--- config.mk ---
export PLATFORM = sky130hd
export DESIGN_NAME = cam_pixel_capture
export DESIGN_NICKNAME = d
export VERILOG_FILES = /design/src/rtl/cam_pkg.sv /design/src/rtl/rgb565_to_gray.sv /design/src/rtl/cam_pixel_capture.sv
export SDC_FILE = /design/constraint.sdc
export NUM_CORES = 1
export LEC_CHECK = 0
export ABC_AREA = 0
export BUFFER_PORTS_ARGS = -buffer_cell sky130_fd_sc_hd__clkbuf_2
export CAP_MARGIN = 20
export CORE_ASPECT_RATIO = 0.9
export CORE_UTILIZATION = 53
export CTS_CLUSTER_SIZE = 8
export DETAILED_ROUTE_END_ITERATION = 16
export PLACE_DENSITY_LB_ADDON = 0.1
export SLEW_MARGIN = 10
export SYNTH_ARGS = -nofsm -noshare
export SYNTH_HDL_FRONTEND = slang
export SYNTH_HIERARCHICAL = 1
export SYNTH_SLANG_ARGS = --single-unit
--- constraint.sdc ---
create_clock -name clk -period 2.16 [get_ports clk]
set_input_delay 0.216 -clock clk [delete_from_list [all_inputs] [get_ports clk]]
set_output_delay 0.216 -clock clk [all_outputs]
set_load 0.005 [all_outputs]
--- src/rtl/cam_pkg.sv ---
// rtl/cam_pkg.sv - shared types and constants for the OV7670 pixel capture path
package cam_pkg;

  typedef enum logic {
    WAIT_FRAME = 1'b0,
    FRAME      = 1'b1
  } cap_state_t;

  typedef enum logic {
    PH_HI = 1'b0,
    PH_LO = 1'b1
  } byte_phase_t;

  localparam int DEF_WIN_W    = 250;
  localparam int DEF_WIN_H    = 250;
  localparam int DEF_LINE_PX  = 640;
  localparam int DEF_FRAME_LN = 480;

  localparam int GRAY_KR = 77;
  localparam int GRAY_KG = 150;
  localparam int GRAY_KB = 29;

  localparam logic [9:0] X_MAX = 10'd1023;
  localparam logic [8:0] Y_MAX = 9'd511;

endpackage

--- src/rtl/rgb565_to_gray.sv ---
// rtl/rgb565_to_gray.sv - combinational RGB565 to 8-bit luma, built only with GRAY_OUT_EN
`ifdef GRAY_OUT_EN
module rgb565_to_gray
  import cam_pkg::*;
(
  input  logic [15:0] pix,
  output logic [7:0]  gray
);

  logic [7:0]  r8;
  logic [7:0]  g8;
  logic [7:0]  b8;
  logic [15:0] acc;

  // Channels are widened by bit replication so full-scale 565 maps to 255.
  always_comb begin
    r8   = {pix[15:11], pix[15:13]};
    g8   = {pix[10:5], pix[10:9]};
    b8   = {pix[4:0], pix[4:2]};
    acc  = 16'(GRAY_KR) * {8'd0, r8} + 16'(GRAY_KG) * {8'd0, g8} + 16'(GRAY_KB) * {8'd0, b8};
    gray = 8'(acc >> 8);
  end

endmodule
`endif

--- src/rtl/cam_pixel_capture.sv ---
// rtl/cam_pixel_capture.sv - OV7670 DVP capture: byte pairing, x/y tracking, window crop, error flags
// Defining GRAY_OUT_EN adds the registered gray output.
module cam_pixel_capture
  import cam_pkg::*;
#(
  parameter int WIN_W    = DEF_WIN_W,
  parameter int WIN_H    = DEF_WIN_H,
  parameter int LINE_PX  = DEF_LINE_PX,
  parameter int FRAME_LN = DEF_FRAME_LN
) (
  input  logic        clk,
  input  logic        rst,
  input  logic        vsync,
  input  logic        href,
  input  logic [7:0]  data_wires,
  output logic        p_valid,
  output logic [15:0] p_data,
  output logic        w_en,
  output logic [7:0]  w_addr_c,
  output logic [7:0]  w_addr_r,
  output logic [9:0]  x_pos,
  output logic [8:0]  y_pos,
  output logic        f_done,
  output logic        line_err,
  output logic        frame_err
`ifdef GRAY_OUT_EN
  ,
  output logic [7:0]  gray
`endif
);

  localparam logic [9:0] WIN_W_V    = 10'(WIN_W);
  localparam logic [8:0] WIN_H_V    = 9'(WIN_H);
  localparam logic [9:0] LINE_PX_V  = 10'(LINE_PX);
  localparam logic [8:0] FRAME_LN_V = 9'(FRAME_LN);

  logic        vs_r, hr_r, vs_q, hr_q;
  logic [7:0]  d_r;
  cap_state_t  state, state_nx;
  byte_phase_t phase;
  logic [9:0]  x_cnt;
  logic [8:0]  y_cnt, y_closed;
  logic        vs_rise, vs_fall, frame_start, frame_end;
  logic        byte_ok, pix_emit, line_end, line_bad, in_win;

  always_ff @(posedge clk) begin
    if (rst) begin
      vs_r <= 1'b0;
      hr_r <= 1'b0;
      vs_q <= 1'b0;
      hr_q <= 1'b0;
      d_r  <= 8'd0;
    end else begin
      vs_r <= vsync;
      hr_r <= href;
      vs_q <= vs_r;
      hr_q <= hr_r;
      d_r  <= data_wires;
    end
  end

  always_ff @(posedge clk) begin
    if (rst) state <= WAIT_FRAME;
    else     state <= state_nx;
  end

  always_comb begin
    state_nx = state;
    case (state)
      WAIT_FRAME: if (vs_fall) state_nx = FRAME;
      FRAME:      if (vs_rise) state_nx = WAIT_FRAME;
      default:    state_nx = WAIT_FRAME;
    endcase
  end

  // A vsync rise with href still high closes the truncated line in the same cycle.
  always_comb begin
    vs_rise     = vs_r & ~vs_q;
    vs_fall     = ~vs_r & vs_q;
    frame_start = (state == WAIT_FRAME) & vs_fall;
    frame_end   = (state == FRAME) & vs_rise;
    byte_ok     = (state == FRAME) & hr_r & ~vs_rise;
    pix_emit    = byte_ok & (phase == PH_LO);
    line_end    = (state == FRAME) & ((hr_q & ~hr_r) | (vs_rise & hr_r));
    line_bad    = (phase == PH_LO) | (x_cnt != LINE_PX_V) | (vs_rise & hr_r);
    in_win      = (x_cnt < WIN_W_V) & (y_cnt < WIN_H_V);
    y_closed    = y_cnt;
    if (line_end && (x_cnt != 10'd0) && (y_cnt != Y_MAX)) y_closed = y_cnt + 9'd1;
  end

`ifdef GRAY_OUT_EN
  logic [7:0] gray_c;

  rgb565_to_gray u_gray (
    .pix  ({p_data[15:8], d_r}),
    .gray (gray_c)
  );
`endif

  always_ff @(posedge clk) begin
    if (rst) begin
      p_valid   <= 1'b0;
      p_data    <= 16'd0;
      w_en      <= 1'b0;
      w_addr_c  <= 8'd0;
      w_addr_r  <= 8'd0;
      x_pos     <= 10'd0;
      f_done    <= 1'b0;
      line_err  <= 1'b0;
      frame_err <= 1'b0;
      phase     <= PH_HI;
      x_cnt     <= 10'd0;
      y_cnt     <= 9'd0;
`ifdef GRAY_OUT_EN
      gray      <= 8'd0;
`endif
    end else begin
      p_valid <= pix_emit;
      w_en    <= pix_emit & in_win;
      f_done  <= frame_end;
      if (frame_start) begin
        line_err  <= 1'b0;
        frame_err <= 1'b0;
      end
      if (byte_ok) begin
        if (phase == PH_HI) begin
          p_data[15:8] <= d_r;
          phase        <= PH_LO;
        end else begin
          p_data[7:0] <= d_r;
          phase       <= PH_HI;
          x_pos       <= x_cnt;
          w_addr_c    <= x_cnt[7:0];
          w_addr_r    <= y_cnt[7:0];
          if (x_cnt != X_MAX) x_cnt <= x_cnt + 10'd1;
`ifdef GRAY_OUT_EN
          gray        <= gray_c;
`endif
        end
      end
      if (line_end) begin
        x_cnt <= 10'd0;
        phase <= PH_HI;
        y_cnt <= y_closed;
        if (line_bad) line_err <= 1'b1;
      end
      if (frame_end) begin
        x_cnt <= 10'd0;
        y_cnt <= 9'd0;
        if (y_closed != FRAME_LN_V) frame_err <= 1'b1;
      end
    end
  end

  assign y_pos = y_cnt;

endmodule

==> impl_metrics.csv <==
group,metric,value,unit
sta,period_minus_slack,2.02,ns
global_routing,grt_use_total,0.228,
cts,cts-root-buf,"clkbuf_8",
run_status,status,"complete, no violations",
critical_path,r2r_cells,8,
cts,insertion_delay,0.33,ns
cts,cts_sinks,72,
floorplan,core.rowCount,25,
critical_path,cp.arrival,2.30,ns
critical_path,cp_cell_sequence,"ha_1, and4_1, ha_1, nor2b_2, nand4b_1, mux2i_1, a221o_1, nand4_1",
place,gp_congestion,0.831,
critical_path,critical_path_buf_inv_count,0,
job,maxCapViolations,0,
sta,finalHoldViolCount,0,
critical_path,start_kind,"flip-flop",
critical_path,cp_slowest_cell,"dfxtp_1",
floorplan,die_y,72.8,um
sta,setup_viol,0,
floorplan,die_area,5860,um2
global_routing,overflow,0,
critical_path,critical-path-top-delay-family,"simple AND/OR/NAND/NOR gates",
layout,syn_to_final_growth,20.0,%
layout,drive_above_1_share,0.262,
power_and_ir_drop,ir_worst_vdd,0.000456,V
critical_path,crit_top_cell,"ha_1",
logic_synthesis,ys_warn_count,6,
critical_path,cpPeakStageDelay,0.37,ns
hold_path,hp-class,"in2reg",
layout,diodes,0,
sta,layout_setup_ws,0.136,ns
logic_synthesis,ys_ff_latch,72,
logic_synthesis,syn_area,2950,um2
global_routing,grt_first_pass_wirelength,10.1,mm
power_and_ir_drop,power.density,727,nW/um2
cts,cts_max_level,3,
floorplan,core-area,5320,um2
sta,maxSlewHeadroom,0.692,
floorplan,io_pins,68,
hold_path,whs_endpoint,"d_r[7]$_SDFF_PP0_",
hold_path,hold_start,"data_wires[7]",
logic_synthesis,async_reset_ff_frac,0,
place,pre_cts_slack,0.125,ns
cts,cts_made_buffers,9,
layout,final_nets,416,
sta,finalClockSkew,0.00741,ns
sta,slew_violations,0,
critical_path,r2r_slack,0.14,ns
detailed_routing,wl,6.12,mm
global_routing,grt_pass1_vias,2169,
cts,clk_path_buf_depth,2,
floorplan,start_util,0.554,
hold_path,hold_path_depth,2,
detailed_routing,via_per_inst,5.07,
global_routing,grt_antenna_before_repair,0,
sta,worst_pin_slew,0.461,ns
cts,clkSlewWorstSetupHoldPaths,0.07,ns
critical_path,rr_startpoint,"y_pos[1]$_SDFFE_PP0P_",
logic_synthesis,synthFlopType,"dfxtp_1",
logic_synthesis,synth_cell_types,41,
place,io_buffer_count,67,
critical_path,path_max_fanout,7,
place,dp_hpwl,4.27,mm
sta,rsz0062_at_grt,"no",
critical_path,critical_path_depth,8,
detailed_routing,drt_iter0_drc,101,
sta,layout_worst_path_cycle_share,0.937,
logic_synthesis,synth_seq_area_share,0.489,
detailed_routing,dr_total_vias,2395,
logic_synthesis,synth_cells,339,
detailed_routing,final_antenna_net_count,0,
power_and_ir_drop,leakage,1.49,nW
sta,fin_setup_tns,0,ns
cts,cts_tree,"built",
detailed_routing,first_pass_iters,4,
critical_path,r2r-end,"frame_err$_SDFF_PP0_",
floorplan,die_w,80.6,um
critical_path,critPathRequiredTime,2.43,ns
critical_path,critPathKind,"reg2reg",
detailed_routing,drcViolationCount,0,
logic_synthesis,syn-num-nets,355,
detailed_routing,routedWlPerCell,13.0,um
sta,max_freq,0.494,GHz
logic_synthesis,syn_avg_cell_area,8.70,um2
global_routing,grt_max_degree,30,
logic_synthesis,synth-edff-count,0,
critical_path,crit_path_end_kind,"flip-flop",
## registers in the layout (all words and copies together), names as in the netlist, 3 cells and up
name / count
d_r: 8
p_data: 16
w_addr_c: 7
w_addr_r: 8
x_cnt: 10
x_pos: 3
y_pos: 9
## how the worst max path moves through the flow
stage,from,end
after floorplan,y_pos[5]$_SDFFE_PP0P_,frame_err$_SDFF_PP0_
after global placement,y_pos[1]$_SDFFE_PP0P_,frame_err$_SDFF_PP0_
after detailed placement,y_pos[1]$_SDFFE_PP0P_,frame_err$_SDFF_PP0_
after CTS,y_pos[1]$_SDFFE_PP0P_,frame_err$_SDFF_PP0_
after global routing,y_pos[1]$_SDFFE_PP0P_,frame_err$_SDFF_PP0_
final,y_pos[1]$_SDFFE_PP0P_,frame_err$_SDFF_PP0_
## through the flow
stage / cell area, um2 / hold WS, ns / util / cells / power, mW
final: 3540 / 0.0864 / 0.665 / 472 / 2.57
after detailed placement: 3310 / 0.433 / 0.623 / 456 / 1.45
after floorplan: 2950 / 0.344 / - / 339 / 1.42
after CTS: 3530 / 0.0759 / 0.664 / 472 / 2.60
after global placement: 3310 / 0.426 / 0.623 / 456 / 1.45
after global routing: 3540 / 0.0852 / 0.665 / 472 / 2.67
## kinds of logic after synthesis
logic type	synth area share
compound gates	0.0959
xor+xnor	0.0327
fa+ha+maj	0.0170
buf+inv	0.0611
flops	0.489
mux	0.0441
simple gates	0.260
## synthesized netlist by cell type, drive strengths merged, types with 4 or more instances
library cell,instances,area share
a21oi,33,0.056
and4,4,0.013
buf,15,0.037
clkbuf,15,0.019
dfxtp,72,0.49
ha,4,0.017
inv,4,0.0051
mux2i,13,0.044
nand2,67,0.085
nand3,5,0.012
nand4,7,0.015
nor2,32,0.041
nor2b,14,0.030
nor3,7,0.012
o21ai,9,0.015
xnor2,5,0.015
xor2,6,0.018
## cells in the final DEF, fill, tap and decap left out, drive strengths merged, types with 3 or more instances in the layout
| master | netlist | layout |
|---|---|---|
| or3 | 3 | 3 |
| nor2b | 14 | 14 |
| nand2 | 67 | 67 |
| dfxtp | 72 | 72 |
| xor2 | 6 | 6 |
| a21oi | 33 | 33 |
| ha | 4 | 4 |
| inv | 4 | 4 |
| nor3b | 3 | 3 |
| nor3 | 7 | 7 |
| xnor2 | 5 | 5 |
| nor2 | 32 | 32 |
| nand2b | 3 | 3 |
| nand3 | 5 | 5 |
| o21ai | 9 | 9 |
| and4 | 4 | 4 |
| buf | 15 | 13 |
| clkbuf | 15 | 78 |
| nand3b | 3 | 3 |
| nand4 | 7 | 7 |
| mux2i | 13 | 13 |
## layer usage
metal	track usage	vias to the layer above	wire, um
li1	-	1251	-
met1	0.289	1083	2920
met2	0.366	59	2910
met3	0.0775	2	259
met4	0.0675	0	32
met5	0	-	0
## layout make-up
cell class	count	area, um2
clock buffer	11	141
clock inverter	5	80.1
fill	486	1780
inverter	4	15.0
multi-input combinational	233	1340
sequential	72	1440
tap	67	83.8
timing repair buffer	80	433
## power breakdown
group	internal [mW]	switching [mW]
logic	0.0259	0.0381
registers	1.34	0.00937
clock network	0.680	0.476
## timing repair
item	in CTS	in global routing
setup buffers	0	0
hold buffers	0	0
endpoints found under the setup margin	0	3
gates resized for setup	0	2
Power figures use the tool's default switching activity.
